$ cat src/rtl/dac8531_pkg.sv
// dac8531_pkg: shared types, frame constants and power-down modes for the DAC8531 transmitter
package dac8531_pkg;
    typedef enum logic [1:0] {IDLE, SHIFT, GAP} state_t;
    localparam int FRAME_BITS = 24;
    localparam logic [1:0] PD_NORMAL = 2'b00;
    localparam logic [1:0] PD_1K     = 2'b01;
    localparam logic [1:0] PD_100K   = 2'b10;
    localparam logic [1:0] PD_HIZ    = 2'b11;
    function automatic logic [FRAME_BITS-1:0] make_frame(input logic [1:0] mode, input logic [15:0] data);
        return {6'b000000, mode, data};
    endfunction
endpackage

$ cat src/rtl/dac_sclk_gen.sv
// dac_sclk_gen: registered serial clock with half-period counter; strobes the end of each low phase
module dac_sclk_gen #(
    parameter int CLK_DIV = 2
) (
    input  logic clk,
    input  logic rstn,
    input  logic load,
    input  logic stop,
    output logic sclk,
    output logic lo_end
);
    localparam int CW = CLK_DIV > 1 ? $clog2(CLK_DIV) : 1;
    logic          active;
    logic [CW-1:0] cnt;
    logic          last;
    assign last   = cnt == CW'(CLK_DIV - 1);
    assign lo_end = active && !sclk && last;
    // sclk doubles as the phase flag: a frame always opens on a high phase
    always_ff @(posedge clk) begin
        if (!rstn || stop) begin
            active <= 1'b0;
            sclk   <= 1'b0;
            cnt    <= '0;
        end else if (load) begin
            active <= 1'b1;
            sclk   <= 1'b1;
            cnt    <= '0;
        end else if (active) begin
            cnt <= last ? '0 : cnt + 1'b1;
            if (last) sclk <= ~sclk;
        end
    end
endmodule

$ cat src/rtl/dac8531_tx.sv
// dac8531_tx: shifts a 24-bit {mode, code} frame MSB-first to a DAC8531 over SYNC/SCLK/DIN
module dac8531_tx
    import dac8531_pkg::*;
#(
    parameter int CLK_DIV  = 2,
    parameter int SYNC_GAP = 4
) (
    input  logic        clk,
    input  logic        rstn,
    input  logic        da_start,
    input  logic [15:0] da_data,
    input  logic [1:0]  da_mode,
    output logic        da_busy,
    output logic        da_done,
    output logic        da_syncn,
    output logic        da_sclk,
    output logic        da_din
);
    localparam int GW = SYNC_GAP > 1 ? $clog2(SYNC_GAP) : 1;
    state_t                state, state_n;
    logic [FRAME_BITS-1:0] sr, sr_n;
    logic [4:0]            bit_cnt, bit_n;
    logic [GW-1:0]         gap_cnt, gap_n;
    logic                  load, stop, lo_end;
    dac_sclk_gen #(.CLK_DIV(CLK_DIV)) u_sclk (
        .clk    (clk),
        .rstn   (rstn),
        .load   (load),
        .stop   (stop),
        .sclk   (da_sclk),
        .lo_end (lo_end)
    );
    assign da_din = sr[FRAME_BITS-1];
    always_comb begin
        state_n = state;
        sr_n    = sr;
        bit_n   = bit_cnt;
        gap_n   = gap_cnt;
        load    = 1'b0;
        stop    = 1'b0;
        case (state)
            IDLE: if (da_start) begin
                state_n = SHIFT;
                load    = 1'b1;
                sr_n    = make_frame(da_mode, da_data);
                bit_n   = '0;
            end
            SHIFT: if (lo_end) begin
                if (bit_cnt == 5'(FRAME_BITS - 1)) begin
                    state_n = GAP;
                    stop    = 1'b1;
                    sr_n    = '0;
                    gap_n   = '0;
                end else begin
                    sr_n  = {sr[FRAME_BITS-2:0], 1'b0};
                    bit_n = bit_cnt + 1'b1;
                end
            end
            GAP: begin
                if (gap_cnt == GW'(SYNC_GAP - 1)) state_n = IDLE;
                else gap_n = gap_cnt + 1'b1;
            end
            default: state_n = IDLE;
        endcase
    end
    // status outputs are registered from the next state so they line up with it
    always_ff @(posedge clk) begin
        if (!rstn) begin
            state    <= IDLE;
            sr       <= '0;
            bit_cnt  <= '0;
            gap_cnt  <= '0;
            da_syncn <= 1'b1;
            da_busy  <= 1'b0;
            da_done  <= 1'b0;
        end else begin
            state    <= state_n;
            sr       <= sr_n;
            bit_cnt  <= bit_n;
            gap_cnt  <= gap_n;
            da_syncn <= state_n != SHIFT;
            da_busy  <= state_n != IDLE;
            da_done  <= state_n == GAP && gap_n == GW'(SYNC_GAP - 1);
        end
    end
endmodule

$ cat config.mk
export PLATFORM = sky130hd
export DESIGN_NAME = dac8531_tx
export DESIGN_NICKNAME = d
export VERILOG_FILES = /design/src/rtl/dac8531_pkg.sv /design/src/rtl/dac_sclk_gen.sv /design/src/rtl/dac8531_tx.sv
export SDC_FILE = /design/constraint.sdc
export NUM_CORES = 1
export LEC_CHECK = 0
export CAP_MARGIN = 25
export CORE_MARGIN = 8
export CORE_UTILIZATION = 48
export DETAILED_ROUTE_END_ITERATION = 8
export MAX_ROUTING_LAYER = met4
export PLACE_DENSITY = 0.79
export SETUP_SLACK_MARGIN = 0.15
export SLEW_MARGIN = 20
export SYNTH_ARGS = -nofsm -noshare
export SYNTH_HDL_FRONTEND = slang
export SYNTH_SLANG_ARGS = --single-unit
$ cat constraint.sdc
create_clock -name clk -period 2.7 [get_ports clk]
set_clock_uncertainty 0.05 [all_clocks]
set_input_delay 0.27 -clock clk [delete_from_list [all_inputs] [get_ports clk]]
set_output_delay 0.27 -clock clk [all_outputs]
set_load 0.05 [all_outputs]
[After elaboration in Yosys (flattened, before gate mapping)]
Index checks and enable logic that the tools add are counted.
Storage, ports and cells
  register bits after elaboration: 39
  input bits: 21
  output and inout port bits: 5
  word-level logic and storage cells: 65
Operators by class
  add/sub/neg operators: 3
  equality and inequality tests: 10
  multiplexer cells: 26
  bitwise logic cells: 1
  reduce and logical (&&, ||, !) cells: 15
Operators with widths (number)
  24-bit 2-to-1 mux: 3
  24-bit one-hot mux with 2 select lines: 1
  5-bit 2-to-1 mux: 3
  2-bit 2-to-1 mux: 7
  5-bit one-hot mux with 2 select lines: 1
  1-bit 2-to-1 mux: 9
  2-bit == test, second input constant: 4
  2-bit nonzero test: 4
  2-bit != test, second input constant: 3
  2-bit one-hot mux with 3 select lines: 1
  5-bit by 1-bit adder with 5-bit output, second input constant: 1
  5-bit == test, second input constant: 1
  2-bit one-hot mux with 2 select lines: 1
  4-bit AND reduction: 1
  1-bit logical AND: 3
  3-bit AND reduction: 1
  2-bit by 1-bit adder with 2-bit output, second input constant: 1
  2-bit by 1-bit == test with 1-bit output, second input constant: 1
  1-bit logical NOT: 2
  2-bit logical NOT: 1
  2-bit by 1-bit != test with 1-bit output, second input constant: 1
  2-bit AND reduction: 1
  2-bit OR reduction: 1
  1-bit adder, second input constant: 1
  other kinds (2): 2

[Longest topological paths before layout]
  depth in word-level cells: 7
  depth in mapped cells: 9
  depth with buffers taken out: 6

[Hierarchy]
From an unflattened synthesis, not the netlist that was laid out.
Second synthesis, totals
  cells, all modules: 188
  area total of the unflattened synthesis: 1706.6 um^2
Modules (own cells, without submodules)
  dac8531_tx: times used 1, cells each 175, area an instance 1585.3 um^2, seq. area each 720.7 um^2
  dac_sclk_gen: times used 1, cells each 13, area an instance 121.4 um^2, seq. area each 60.1 um^2

[Least setup slack after synthesis]
OpenSTA, ideal clock, no wires.
  path type: flip-flop to flip-flop
  from: reg state[1]
  to: reg bit_cnt[3]
  library setup time: 0.070 ns
  data arrival time: 1.763 ns
  required time: 2.580 ns
  setup slack: 0.817 ns
  stages on the path, launching flop included: 9
  buffers on the path: 2
  period minus slack after synthesis: 1.883 ns
  path through: dfxtp_1 inv_1 ha_1 buf_2 inv_1 clkbuf_1 nor2_1 or4_1 a21boi_1
On the way
  longest elaborated chain between the ends: 3
  elaborated cells between the ends (all ways): 8
  those cells by class: 4 x eq/ne; 1 x mux; 3 x reduce/logical
Ends and longest elaborated chain
  start: declaration: RTL line dac8531_tx.sv:20  | state_t state, state_n;
  start signal: assignment: RTL line dac8531_tx.sv:77  | state <= state_n;
  2-bit by 1-bit == test with 1-bit output or 2-bit logical NOT (tied branches): RTL line dac8531_tx.sv:41  | case (state)
  2-bit != test (no line) or 2-bit nonzero test (tied branches)
  4-bit AND reduction (no line)
  end signal: assignment: RTL line dac8531_tx.sv:79  | bit_cnt <= bit_n;
  end: declaration: RTL line dac8531_tx.sv:22  | logic [4:0] bit_cnt, bit_n;
Several ways; a longest one is shown, not always the timed one.
A chain may end at the register's enable or synchronous reset.

[Worst setup path after layout]
  from: reg state[0]
  to: reg bit_cnt[3]
Same word-level chain as after synthesis.

==> impl_metrics.py <==
metrics = {
    "power_and_ir_drop": {
        "total_power_uw": 1280,
        "leakage_uw": 0.000801,
        "peakVddDrop_mv": 0.332,
        "power.density_mw_per_mm2": 593,
    },
    "finish": {
        "area_growth_syn_to_layout_pct": 19.6,
        "antennaDiodeCount": 0,
        "drive_gt1_share_pct": 6.88,
        "final_nets": 245,
        "final_cell_mix": "dfxtp_1 (39), clkdlybuf4s50_1 (25), nor2_1 (21)",
        "layout_commonest_cell": "dfxtp_1",
        "finalNonFillerCells": 266,
    },
    "setup_path": {
        "critPathKind": "reg2reg",
        "r2r-end": "bit_cnt[3]$_SDFFE_PN0P_",
        "r2r_cells": 6,
        "worstReg2RegStart": "state[0]$_SDFF_PN0_",
        "cp_max_fo": 11,
        "rrSetupSlack_ns": 0.55,
        "startpoint": "state[0]$_SDFF_PN0_",
        "startpoint_type": "register",
        "critical_path_required_ns": 2.87,
        "endpoint_kind": "register",
        "worstPathArrival_ns": 2.33,
    },
    "cts": {
        "clockBufferDepth": 2,
        "cts_root_buf": "clkbuf_8",
        "cts_sinks": 39,
        "cts_setup_buffers": 0,
        "cts-buffers-inserted": 5,
        "clock_latency_ns": 0.29,
        "cts_resized": 0,
        "clkSlewWorstSetupHoldPaths_ns": 0.07,
        "cts_hold_buffers": 0,
        "htreeDepth": 2,
        "tritoncts": "done",
    },
    "die": {
        "die-area_sq_mm": 0.00597,
        "boundaryPins": 26,
        "core_sq_mm": 0.00363,
        "initial_core_util_pct": 49.6,
        "die_y_um": 77.3,
        "die-width_um": 77.3,
        "rows": 22,
    },
    "placed_design": {
        "gp_congestion": 0.804,
        "dp_hpwl_um": 2560,
        "io_buffers": 25,
        "dp_cells": 260,
    },
    "synthesis": {
        "ys.warnings.count": 0,
        "syn_area_per_cell_sq_um": 9.24,
        "synthDistinctLibCells": 39,
        "syn-cell-area_sq_mm": 0.00180,
        "syn-num-nets": 221,
        "synth_ff_type": "dfxtp_1",
        "netlist_instances": 195,
        "seq_area_frac_synth_pct": 43.3,
        "ys_async_sr_fraction_pct": 0,
        "synth_edf_count": 0,
        "ys_seq_elements": 39,
    },
    "global_route": {
        "grt_max_degree": 28,
        "use_met3_pct": 4.31,
        "grt_pass1_vias": 1408,
        "grt.busiest_layer": "met2",
        "gr-total-overflow": 0,
        "met1_usage_pct": 15.5,
        "track_usage_pct": 13.0,
        "met2_usage_pct": 19.2,
        "antenna_found_initial": 0,
        "grt_first_pass_wirelength_um": 6270,
    },
    "timing": {
        "setup_viol": 0,
        "fin_hold_ws_ns": 0.414,
        "tightest_slew_ns": 0.479,
        "relSlewSlack_pct": 67.2,
        "fmax_mhz": 464,
        "hold_viol": 0,
        "maxSlewViolCount": 0,
        "rsz0062_at_grt": "no",
        "tns_ns": 0,
        "period_needed_ns": 2.15,
        "fin_crit_sh_pct": 79.8,
    },
    "min_path": {
        "holdCritStartpoint": "sr[22]$_SDFFE_PN0P_",
        "holdPathEnd": "sr[22]$_SDFFE_PN0P_",
        "hp-class": "reg2reg",
        "whs_path_depth": 2,
    },
    "drt": {
        "drtPass1Iterations": 4,
        "route.vias.total": 1498,
        "drt-total-wl_um": 3710,
        "ant_nets": 0,
        "wl_per_cell_um": 13.9,
        "via_per_inst": 5.63,
        "drt_first_iter_violations": 122,
        "drc_errors": 0,
    },
    "flow_run": {
        "cap_violations": 0,
    },
    "outcome": {
        "status": "finished, final reports clean",
    },
}
cells by family after synthesis:
logic type,share of synthesized area (%)
and+or+nand+nor,25.3
AOI/OAI and AO/OA,21.5
DFF,43.3
buffers and inverters,5.42
adders and majority gates,3.47
xor gates and xnor gates,0.972
metal layers:
layer	up-vias	wire, um
met4	0	44
met5	-	0
met3	6	129
met2	29	1730
li1	764	-
met1	699	1800
worst max path at each step:
stage                                   end  slack, ns  depth (start not counted)
detailed placement  bit_cnt[3]$_SDFFE_PN0P_       0.45                          5
finish              bit_cnt[3]$_SDFFE_PN0P_       0.55                          6
global route            sr[15]$_SDFFE_PN0P_       0.40                          7
CTS                 bit_cnt[3]$_SDFFE_PN0P_       0.52                          6
global placement    bit_cnt[3]$_SDFFE_PN0P_       0.49                          5
floorplan           bit_cnt[3]$_SDFFE_PN0P_       0.82                          8
flip-flops by register name, indices dropped and copies added, names as in the netlist:
name / cells
sr: 24
bit_cnt: 5
gap_cnt: 2
state: 2
da_busy: 1
da_done: 1
da_syncn: 1
u_sclk.active: 1
u_sclk.cnt: 1
u_sclk.sclk: 1
critical path: stages, from the launching register on:
cell	delay, ns
dfxtp_1	0.39
inv_1	0.08
ha_1	0.27
and2b_2	0.25
a211o_1	0.37
or4_1	0.54
a21boi_1	0.14
Yosys cell counts (all sizes together), types with 3 or more instances:
master  count  area, sq um
a21boi     11         82.6
a21oi       6         30.0
a221oi     17          149
and2        5         31.3
buf         8         52.6
clkbuf      6         22.5
dfxtp      39          781
ha          5         62.6
inv         6         22.5
nand2      11         41.3
nand3      10         50.1
nand3b      3         35.0
nor2       21         78.8
nor3b      17          128
o21ai       3         15.0
cell type report:
type / instances / area, sq um
clock buffer: 6 / 72.6
tap: 48 / 60.1
multi-input combinational: 136 / 923
fill: 345 / 1480
sequential: 39 / 781
inverter: 6 / 22.5
timing repair buffer: 31 / 295
stage by stage:
stage               util, %  cell area (sq um)  worst slack, ns
floorplan                 -               1800            0.817
global placement       57.3               2080            0.489
detailed placement     57.3               2080            0.452
CTS                    59.3               2150            0.518
global route           59.3               2150            0.400
finish                 59.3               2150            0.546
report_power, final:
part           internal, uW  switching [uW]  total (uW)
clock                   172             180         352
combinational           120             149         270
sequential              625            31.3         657
Power figures use the tool's default switching activity.
